<file path="src/rtl/lsu_dmem_master_pkg.sv">
// Shared encodings for the LSU data-memory master.
// Access sizes and FSM states.
package lsu_dmem_master_pkg;

  localparam logic [1:0] SZ_BYTE = 2'd0;
  localparam logic [1:0] SZ_HALF = 2'd1;
  localparam logic [1:0] SZ_WORD = 2'd2;
  localparam logic [1:0] SZ_NONE = 2'd3;

  typedef enum logic [1:0] {
    ST_IDLE   = 2'd0,
    ST_ACCESS = 2'd1,
    ST_WAIT   = 2'd2,
    ST_RESP   = 2'd3
  } state_e;

endpackage

</file>
<file path="src/rtl/lsu_load_ext.sv">
// Load data sign/zero extension.
// Picks the low byte/half and extends; words pass through.
module lsu_load_ext
  import lsu_dmem_master_pkg::*;
#(
  parameter int XLEN = 32
) (
  input  logic [1:0]      size,
  input  logic            uns,
  input  logic [XLEN-1:0] data,
  output logic [XLEN-1:0] ext
);

  // extend the addressed lane to full width
  always_comb begin
    ext = data;
    unique case (1'b1)
      (size == SZ_BYTE):
        ext = {{(XLEN-8){~uns & data[7]}},
               data[7:0]};
      (size == SZ_HALF):
        ext = {{(XLEN-16){~uns & data[15]}},
               data[15:0]};
      default: ext = data;
    endcase
  end

endmodule

</file>
<file path="src/rtl/lsu_dmem_master.sv">
// LSU load/store initiator towards the byte-lane DMEM.
// Optional LSU_MISALIGN_CHK_EN faults misaligned half/word.
module lsu_dmem_master
  import lsu_dmem_master_pkg::*;
#(
  parameter int ADDR_W = 32,
  parameter int XLEN   = 32
) (
  input  logic              clk,
  input  logic              rst,
  input  logic              req_valid,
  output logic              req_ready,
  input  logic              req_we,
  input  logic [1:0]        req_size,
  input  logic              req_unsigned,
  input  logic [ADDR_W-1:0] req_addr,
  input  logic [XLEN-1:0]   req_wdata,
  output logic              rsp_valid,
  input  logic              rsp_ready,
  output logic [XLEN-1:0]   rsp_rdata,
  output logic              rsp_err,
  output logic [ADDR_W-1:0] dmem_addr,
  output logic              dmem_we,
  output logic [1:0]        dmem_stw,
  output logic [1:0]        dmem_str,
  output logic [XLEN-1:0]   dmem_wdata,
  input  logic [XLEN-1:0]   dmem_rdata
);

  state_e            state_q, state_d;
  logic              we_q, uns_q;
  logic [1:0]        size_q;
  logic              fault;
  logic              accept;
  logic [XLEN-1:0]   wdata_m;
  logic [XLEN-1:0]   ext_data;

  assign accept = req_valid & req_ready;

  // decide whether a request faults before touching DMEM
  always_comb begin
    fault = (req_size == SZ_NONE);
`ifdef LSU_MISALIGN_CHK_EN
    if (req_size == SZ_HALF && req_addr[0])
      fault = 1'b1;
    if (req_size == SZ_WORD && req_addr[1:0] != 2'b00)
      fault = 1'b1;
`endif
  end

  // right-justify and clear unused store lanes
  always_comb begin
    wdata_m = '0;
    unique case (1'b1)
      (req_size == SZ_BYTE): wdata_m[7:0]  = req_wdata[7:0];
      (req_size == SZ_HALF): wdata_m[15:0] = req_wdata[15:0];
      default:               wdata_m       = req_wdata;
    endcase
  end

  lsu_load_ext #(.XLEN(XLEN)) u_ext (
    .size (size_q),
    .uns  (uns_q),
    .data (dmem_rdata),
    .ext  (ext_data)
  );

  // state register
  always_ff @(posedge clk) begin
    if (rst) state_q <= ST_IDLE;
    else     state_q <= state_d;
  end

  // next state and DMEM/handshake strobes
  always_comb begin
    state_d   = state_q;
    req_ready = 1'b0;
    rsp_valid = 1'b0;
    dmem_we   = 1'b0;
    dmem_stw  = SZ_NONE;
    dmem_str  = SZ_NONE;
    unique case (state_q)
      ST_IDLE: begin
        req_ready = 1'b1;
        if (req_valid)
          state_d = fault ? ST_RESP : ST_ACCESS;
      end
      ST_ACCESS: begin
        if (we_q) begin
          dmem_we  = 1'b1;
          dmem_stw = size_q;
          state_d  = ST_RESP;
        end else begin
          dmem_str = size_q;
          state_d  = ST_WAIT;
        end
      end
      ST_WAIT: begin
        dmem_str = size_q;
        state_d  = ST_RESP;
      end
      ST_RESP: begin
        rsp_valid = 1'b1;
        if (rsp_ready) state_d = ST_IDLE;
      end
    endcase
  end

  // request latch and response data capture
  always_ff @(posedge clk) begin
    if (rst) begin
      we_q       <= 1'b0;
      uns_q      <= 1'b0;
      size_q     <= SZ_NONE;
      dmem_addr  <= '0;
      dmem_wdata <= '0;
      rsp_rdata  <= '0;
      rsp_err    <= 1'b0;
    end else if (accept) begin
      we_q       <= req_we;
      uns_q      <= req_unsigned;
      size_q     <= req_size;
      dmem_addr  <= req_addr;
      dmem_wdata <= wdata_m;
      rsp_rdata  <= '0;
      rsp_err    <= fault;
    end else if (state_q == ST_WAIT) begin
      rsp_rdata  <= ext_data;
    end
  end

endmodule

</file>
<file path="config.mk">
export PLATFORM = sky130hd
export DESIGN_NAME = lsu_dmem_master
export DESIGN_NICKNAME = d
export VERILOG_FILES = /design/src/rtl/lsu_dmem_master_pkg.sv /design/src/rtl/lsu_load_ext.sv /design/src/rtl/lsu_dmem_master.sv
export SDC_FILE = /design/constraint.sdc
export NUM_CORES = 1
export LEC_CHECK = 0
export CAP_MARGIN = 20
export CORE_UTILIZATION = 40
export DETAILED_ROUTE_END_ITERATION = 6
export PLACE_DENSITY = 0.95
export SYNTH_ARGS = -nofsm -noshare
export SYNTH_HDL_FRONTEND = slang
export SYNTH_SLANG_ARGS = --single-unit
</file>
<file path="constraint.sdc">
create_clock -name clk -period 3.9 [get_ports clk]
set_input_delay 0.78 -clock clk [delete_from_list [all_inputs] [get_ports clk]]
set_output_delay 0.78 -clock clk [all_outputs]
set_load 0.005 [all_outputs]
</file>
==> results.toml, run 1 <==
[run_status]
status = "completed"

[floorplan]
start_util_pct = 41.0
die_area_sq_um = 9270
die_y_um = 96.3
io_pins = 208
die_w_um = 96.3
core_sq_um = 8680
rows = 34

[layout]
stdcell_count = 633
nFillCells = 646
multi_input_comb_area_sq_um = 1360
register_area_sq_um = 2060
drive_above_1_share_pct = 4.38
mostFrequentLayoutCell = "clkdlybuf4s50_1"
diodes = 0
layout_common_cells = "clkdlybuf4s50_1 (207), dfxtp_1 (103), a22o_1 (67)"
syn_to_final_growth_pct = 65.3
nNetsFinal = 630

[setup_path]
cp-end-kind = "output port"
crit_type = "flop to output port"
worstPathArrival_ns = 2.24
cp_slowest_cell = "clkdlybuf4s50_1"
critPathMaxFanout = 37
path_cells = "inv_1 -> ha_1 -> buf_4 -> nor2_1 -> o21ai_0 -> clkdlybuf4s50_1"
slowest_delay_ns = 0.54
startpoint_type = "flop"
crit_required_ns = 3.12

[timing]
period_share_pct = 77.5
fin_crit_ns = 3.02
rsz0062_at_grt = "no"
fmax_mhz = 331
finalClockSkew_ns = 0.0110
setup_viol = 0
max_slew.worst_pin.slew_ns = 0.902
slew_headroom_pct = 39.8
fin_tns_setup_ns = 0
slew_violations = 0
finalHoldViolations = 0

[synth]
syn_avg_cell_area_sq_um = 10.9
ys_ff_latch = 103
syn_area_sq_um = 3550
yosys_warnings = 0
ys_types = 27
yosysSeqAreaShare_pct = 58.0
synth_fp_nets = 435
synth_cells = 325

[global_route]
antenna_found_initial = 0
overflow = 0
grt_max_degree = 45
grt_pass1_vias = 3181
grt_pass1_wl_um = 14800
track_usage_pct = 21.1

[routing]
top_layer_used = "met4"
viasPerCell = 5.16
drtIter0Drc = 58
route.vias.total = 3267
routed-wl-met2_um = 5080
drt-total-wl_um = 10100
firstDrtPassIters = 4
drc = 0
dr_wl_met3_um = 859
wl_met1_um = 3990
wl_per_cell_um = 15.9
postRouteAntennaNets = 0

[power_and_ir_drop]
ir_worst_vdd_mv = 0.274
powerDensity_nw_per_um2 = 544
p_leak_nw = 2.26

[cts]
cts_max_level = 3
cts_hold_buf = 0
cts.path.max_buffers = 2
clk_pin_slew_ns = 0.10
root_buffer = "clkbuf_8"
clk_latency_ns = 0.35
ctsResizeCount = 0
postCtsSetupBuffers = 0
cts_inserted_buffers = 9
clkSinkCount = 103
cts_tree = "built"

[place]
portBuffers = 207
place_inst = 617
place_congestion = 0.776
dp_hpwl_um = 7550

[hold_path]
hold_class = "flop to flop"

[run]
cap_violations = 0
[Yosys cell counts]
cell type,count,area [sq um]
a21o_1,1,7.51
a21oi_1,45,225
a22o_1,67,587
a311oi_1,2,17.5
a31oi_1,1,6.26
and2_1,2,12.5
and2_4,1,8.76
and3b_1,1,8.76
buf_2,12,60.1
buf_6,3,33.8
clkbuf_1,11,41.3
dfxtp_1,103,2060
ha_1,6,75.1
inv_1,3,11.3
mux2_2,1,11.3
mux2i_1,8,80.1
nand2_1,8,30.0
nand2b_1,4,25.0
nand3_1,1,5.00
nand3b_1,1,7.51
nor2_1,12,45.0
nor2b_1,17,106
nor3_1,1,5.00
o21ai_0,10,50.1
o22a_1,2,17.5
o31a_1,1,8.76
or2_2,1,6.26
[sequential cells by signal, indices dropped and copies added (netlist names)]
| signal | flops |
|---|---|
| dmem_wdata | 32 |
| uns_q | 1 |
| we_q | 1 |
| rsp_rdata | 32 |
| dmem_addr | 32 |
| state_q | 2 |
| rsp_err | 1 |
| size_q | 2 |
[metrics by stage]
step | util [%] | hold slack [ns] | cell area [sq um] | setup WS [ns] | total power, W
after global placement | 65.4 | 0.460 | 5670 | 1.39 | 0.00249
after CTS | 67.7 | 0.493 | 5880 | 0.882 | 0.00323
after floorplan | - | 0.474 | 3550 | 1.90 | 0.00189
after global routing | 67.7 | 0.501 | 5880 | 0.740 | 0.00339
after detailed placement | 65.4 | 0.465 | 5670 | 1.25 | 0.00255
final | 67.7 | 0.487 | 5880 | 0.879 | 0.00320
[cell type report]
class                           instances  share of cell area, %
Clock buffer                            9                   2.11
Clock inverter                          7                   1.36
Inverter                                3                  0.192
Multi-Input combinational cell        193                   23.1
Sequential cell                       103                   35.1
Tap cell                              108                   2.30
Timing Repair Buffer                  210                   35.9
[path summary, 6_finish.rpt]
path,from,slack [ns],end,cells past startpoint
worst min register to register,dmem_addr[29],0.49,dmem_addr[29],1
worst max register to register,state_q[0],1.74,dmem_addr[17],5
worst max-delay path,state_q[0],0.88,dmem_str[0],6
worst min-delay path,dmem_addr[29],0.49,dmem_addr[29],1
[kinds of logic after synthesis]
group	count (synthesis)	share of synthesized area, %
AO/OA/AOI/OAI	129	25.9
adder cells (fa/ha/maj)	6	2.11
buffers and inverters	29	4.12
flip-flops	103	58.0
multiplexers	9	2.57
AND/OR/NAND/NOR	49	7.32
[routing by layer]
layer,GRT usage [%],vias up
met1,23.0,1538
met2,37.3,148
li1,-,1567
met3,7.11,14
met5,0,-
met4,8.46,0
[worst max-delay path, delay by kind of cell, from the launching register on]
kind | cells | cell delay (ns)
flip-flops | 1 | 0.37
AND/OR/NAND/NOR | 1 | 0.13
AO/OA/AOI/OAI | 1 | 0.24
adder cells (fa/ha/maj) | 1 | 0.15
buffers and inverters | 3 | 1.00
[power by group]
part           leakage, nW  switching, W  internal, W
clock network        0.102      0.000371     0.000306
logic                 1.32      0.000478     0.000665
registers            0.840      0.000122      0.00126
Note: power is estimated with default switching activity, not from simulation.
==> inputs of run 2 (changes only) <==
- CORE_UTILIZATION: 40 -> 38
- PLACE_DENSITY: 0.95 -> 0.92
- clock period: 3.9 -> 3.15 ns (I/O delays scaled with it)
==> run 2 against run 1 <==
Effect of this change: final cell count is the same; power grew 24%; global-route usage shrank 0.98 points; count of clock-buffer cells in the layout grew 1; sequential cell count is the same; die area grew 5.1%; sequential power grew 24%; wire length grew 0.82%; non-clock buffer count is the same; highest routed layer unchanged.
==> results.toml, run 2 (synthesis results as in run 1) <==
[run_status]
status = "completed"

[routing]
drtIter0Drc = 68
wl_per_cell_um = 16.1
drc = 0
drt-total-wl_um = 10200
firstDrtPassIters = 4
route.vias.total = 3204
postRouteAntennaNets = 0
viasPerCell = 5.06

[timing]
hold_ws_ns = 0.489
period_share_pct = 78.8
finalHoldViolations = 0
fin_crit_ns = 2.48
fmax_mhz = 403
rsz0062_at_grt = "no"
fin_tns_setup_ns = 0
slew_violations = 0
slew_headroom_pct = 44.8
setup_viol = 0
finalClockSkew_ns = 0.0105
max_slew.worst_pin.slew_ns = 0.827

[cts]
cts.path.max_buffers = 2
root_buffer = "clkbuf_8"
cts_hold_buf = 0
postCtsSetupBuffers = 0
ctsResizeCount = 0
clk_latency_ns = 0.35
clk_pin_slew_ns = 0.10
cts_max_level = 3
clkSinkCount = 103
cts_tree = "built"
cts_inserted_buffers = 9

[floorplan]
die_area_sq_um = 9740
die_w_um = 98.7
core_sq_um = 8890
die_y_um = 98.7
io_pins = 208
start_util_pct = 40.0
rows = 34

[layout]
drive_above_1_share_pct = 4.38
stdcell_count = 633
nNetsFinal = 630
diodes = 0
postLayoutCellArea_sq_um = 5870
layout_common_cells = "clkdlybuf4s50_1 (207), dfxtp_1 (103), a22o_1 (67)"
mostFrequentLayoutCell = "clkdlybuf4s50_1"
syn_to_final_growth_pct = 65.2
reg_top3 = "dmem_addr x32, dmem_wdata x32, rsp_rdata x32"

[place]
dpl_cell_area_sq_um = 5660
place_congestion = 0.766
portBuffers = 207
dp_hpwl_um = 7410
place_inst = 617

[global_route]
grt_pass1_vias = 3177
grt_pass1_wl_um = 15500
overflow = 0
antenna_found_initial = 0
track_usage_pct = 20.1
grt_max_degree = 68

[hold_path]
hold_end = "dmem_wdata[4]"
min_path_cells = 1
hp-start = "dmem_wdata[4]"
hold_class = "flop to flop"

[power_and_ir_drop]
combPwrFrac_pct = 35.1
totalPowerFinal_w = 0.00397
power_switching_w = 0.00120
clockPowerShare_pct = 21.8
p_int_w = 0.00277
ir_worst_vdd_mv = 0.297
p_leak_nw = 2.26
swShare_pct = 30.2
p_seq_share_pct = 43.1
powerDensity_nw_per_um2 = 676

[setup_path]
crit_required_ns = 2.52
r2r_slack_ns = 1.06
rr_endpoint = "rsp_rdata[20]"
startpoint_type = "flop"
critPathMaxFanout = 5
cp-end-kind = "output port"
worstPathArrival_ns = 1.85
crit_type = "flop to output port"
path_cells = "inv_1 -> ha_1 -> o21ai_0 -> clkdlybuf4s50_1"
cp_slowest_cell = "clkdlybuf4s50_1"
r2r_cells = 6
rr_startpoint = "state_q[0]"
slowest_delay_ns = 0.54

[run]
cap_violations = 0
-- run 2: cell count changes in the layout (fill, tap and decap cells not counted), sizes merged --
cell,previous run,this run
clkinv,2,1
clkbuf,9,10
-- run 2: power groups by stage --
| stage | Combinational (W) | Clock, W | Sequential, W |
|---|---|---|---|
| floorplan | 0.000616 | 0 | 0.00173 |
| global placement | 0.00135 | 0 | 0.00173 |
| finish | 0.00139 | 0.000864 | 0.00171 |
| detailed placement | 0.00140 | 0 | 0.00173 |
| global route | 0.00150 | 0.000946 | 0.00174 |
| CTS | 0.00140 | 0.000888 | 0.00171 |
-- run 2: how the worst max path moves through the flow --
stage	depth (start not counted)	slack (ns)	start	endpoint
floorplan	6	1.30	state_q[0]	dmem_str[0]
global placement	4	0.85	req_valid	dmem_addr[28]
detailed placement	4	0.77	req_valid	dmem_wdata[13]
CTS	4	0.66	state_q[0]	dmem_str[1]
global route	4	0.54	state_q[0]	dmem_str[0]
finish	4	0.67	state_q[0]	dmem_str[0]
-- run 2: per-stage QoR --
stage,util (%),worst slack (ns)
CTS,66.1,0.658
global placement,63.7,0.848
floorplan,-,1.30
global route,66.1,0.539
finish,66.1,0.669
detailed placement,63.7,0.769
-- run 2: critical path, delay by kind of cell, from the launching register on --
family	cells	cell delay, ns
flip-flops	1	0.44
AO/OA/AOI/OAI	1	0.08
buffers and inverters	2	0.66
adder cells (fa/ha/maj)	1	0.33
-- run 2: per-layer routing --
| layer | up-vias | part of all wire [%] | GRT usage (%) |
|---|---|---|---|
| met5 | - | 0 | 0 |
| met4 | 0 | 0.77 | 6.20 |
| met3 | 6 | 6.2 | 4.82 |
| met2 | 133 | 50 | 36.5 |
| met1 | 1500 | 43 | 23.4 |
| li1 | 1565 | - | - |
-- run 2: area by class of cell --
| class | count | area, sq um |
|---|---|---|
| Clock inverter | 6 | 75.1 |
| Tap cell | 108 | 135 |
| Timing Repair Buffer | 210 | 2090 |
| Inverter | 3 | 11.3 |
| Sequential cell | 103 | 2060 |
| Multi-Input combinational cell | 193 | 1360 |
| Clock buffer | 10 | 138 |
| Fill cell | 705 | 3020 |
==> variant (flow settings as in run 2) <==
Add a define of `LSU_MISALIGN_CHK_EN`.
--- a/src/rtl/lsu_dmem_master.sv
+++ b/src/rtl/lsu_dmem_master.sv
@@ -2,2 +2,4 @@
 // Optional LSU_MISALIGN_CHK_EN faults misaligned half/word.
+`define LSU_MISALIGN_CHK_EN
+
 module lsu_dmem_master
Behaviour: not the same (Yosys sat finds a counterexample within 4 cycles, from zero or initial values and one cycle with rst high).
==> variant against run 2 <==
- count of clock-buffer cells in the layout is 1 higher
- cell area is 0.45% lower
- sequential cell count stayed put
- hold slack worse by 0.012 ns
- worst setup slack worse by 0.024 ns
- wire length is 1.5% higher
- power is 1.6% lower
- synthesized area stayed put
==> variant: results (changes against run 2) <==
Worst-path fanout max: 5 (unchanged)
Slew HR: 0.402 (-0.0461)
Initial DRC count: 132 (+94%)
Signal buffers share of area: 0.360 (+0.00374)
RD Place Congestion: 0.783 (+2.2%)
Clk_skew: 0.0136 ns (+0.00317 ns)
Worst path max stage delay: 0.56 ns (+0.02 ns)
Vias in the first global route: 3340 (+5.1%)
Multi-input gates: 182 (-5.7%)
Met3 routed WL: 556 µm (-12%)
Synth area leaders: dfxtp_1 58%, a22o_1 16%, a21oi_1 4.2%
Clock-cell share: 0.0323 (-0.00390)
Fraction of area in multi-input gates: 0.228 (-0.00281)
Drt wl/cell: 16.5 µm (+2.9%)
Met2 wire len: 5260 µm (+2.5%)
Net Count, Synth: 424 (-2.5%)
DP Area: 0.00566 mm² (about the same)
Sequential share of the synthesized area: 0.580 (unchanged)
Status: complete, no violations
Inverters: 5 (+2)
Synth top cells by count: 103 x dfxtp_1, 65 x a22o_1, 30 x a21oi_1, 17 x a22oi_1
Length of routed wiring on met1: 4210 µm (-2.6%)
Design Area, Final: 0.00585 mm² (-0.45%)
Fill cells: 690 (-2.1%)
Cells after Synth: 314 (-3.4%)
P_sw: 1.19 mW (-0.81%)
GR Util met2: 0.382 (+0.0179)
Library cells used by synthesis: 35 (+30%)
Met3 Usage GRT: 0.0390 (-0.00922)
Layout cells sized above 1: 0.0426 (-0.00117)
Clock power share: 0.207 (-0.011)
Clk sinks: 103 (unchanged)
Via count: 3231 (+0.84%)
Dpl hpwl: 7720 µm (+4.2%)
Largest net degree at the start of global routing: 58 (-15%)
Total Routing Usage GR: 0.211 (+0.0102)
Pre-CTS setup slack: 0.705 ns (-0.0635 ns)
Met1 Usage GRT: 0.243 (+0.00938)
Fin cells: 624 (-1.4%)
Power Internal: 2.72 mW (-1.9%)
Worst vdd ir: 358 µV (+20%)
CP arrival: 1.87 ns (+0.02 ns)
## variant: cell count changes after synthesis, sizes merged, moves of 2 or more
cell,run 2,this run
a22oi,0,17
nor2b,17,0
a21oi,45,30
clkbuf,11,5
buf,15,19
nand2,8,11
a22o,67,65
nor2,12,10
o22a,2,0
## variant: cells by family (layout without fill, tap and decap cells)
logic type,count (synthesis),count (layout),synth area share
buffers and inverters,29,231,0.0475
DFF,103,103,0.580
and+or+nand+nor,38,38,0.0553
muxes,9,9,0.0257
adders and majority gates,6,6,0.0211
AOI/OAI and AO/OA,129,129,0.270
## variant: path summary, 6_finish.rpt
kind	depth (start not counted)	slack (ns)	startpoint	endpoint
min reg2reg	2	0.48	dmem_wdata[31]	dmem_wdata[31]
max	4	0.65	state_q[0]	dmem_str[1]
max reg2reg	6	0.76	state_q[0]	rsp_rdata[12]
min	2	0.48	dmem_wdata[31]	dmem_wdata[31]
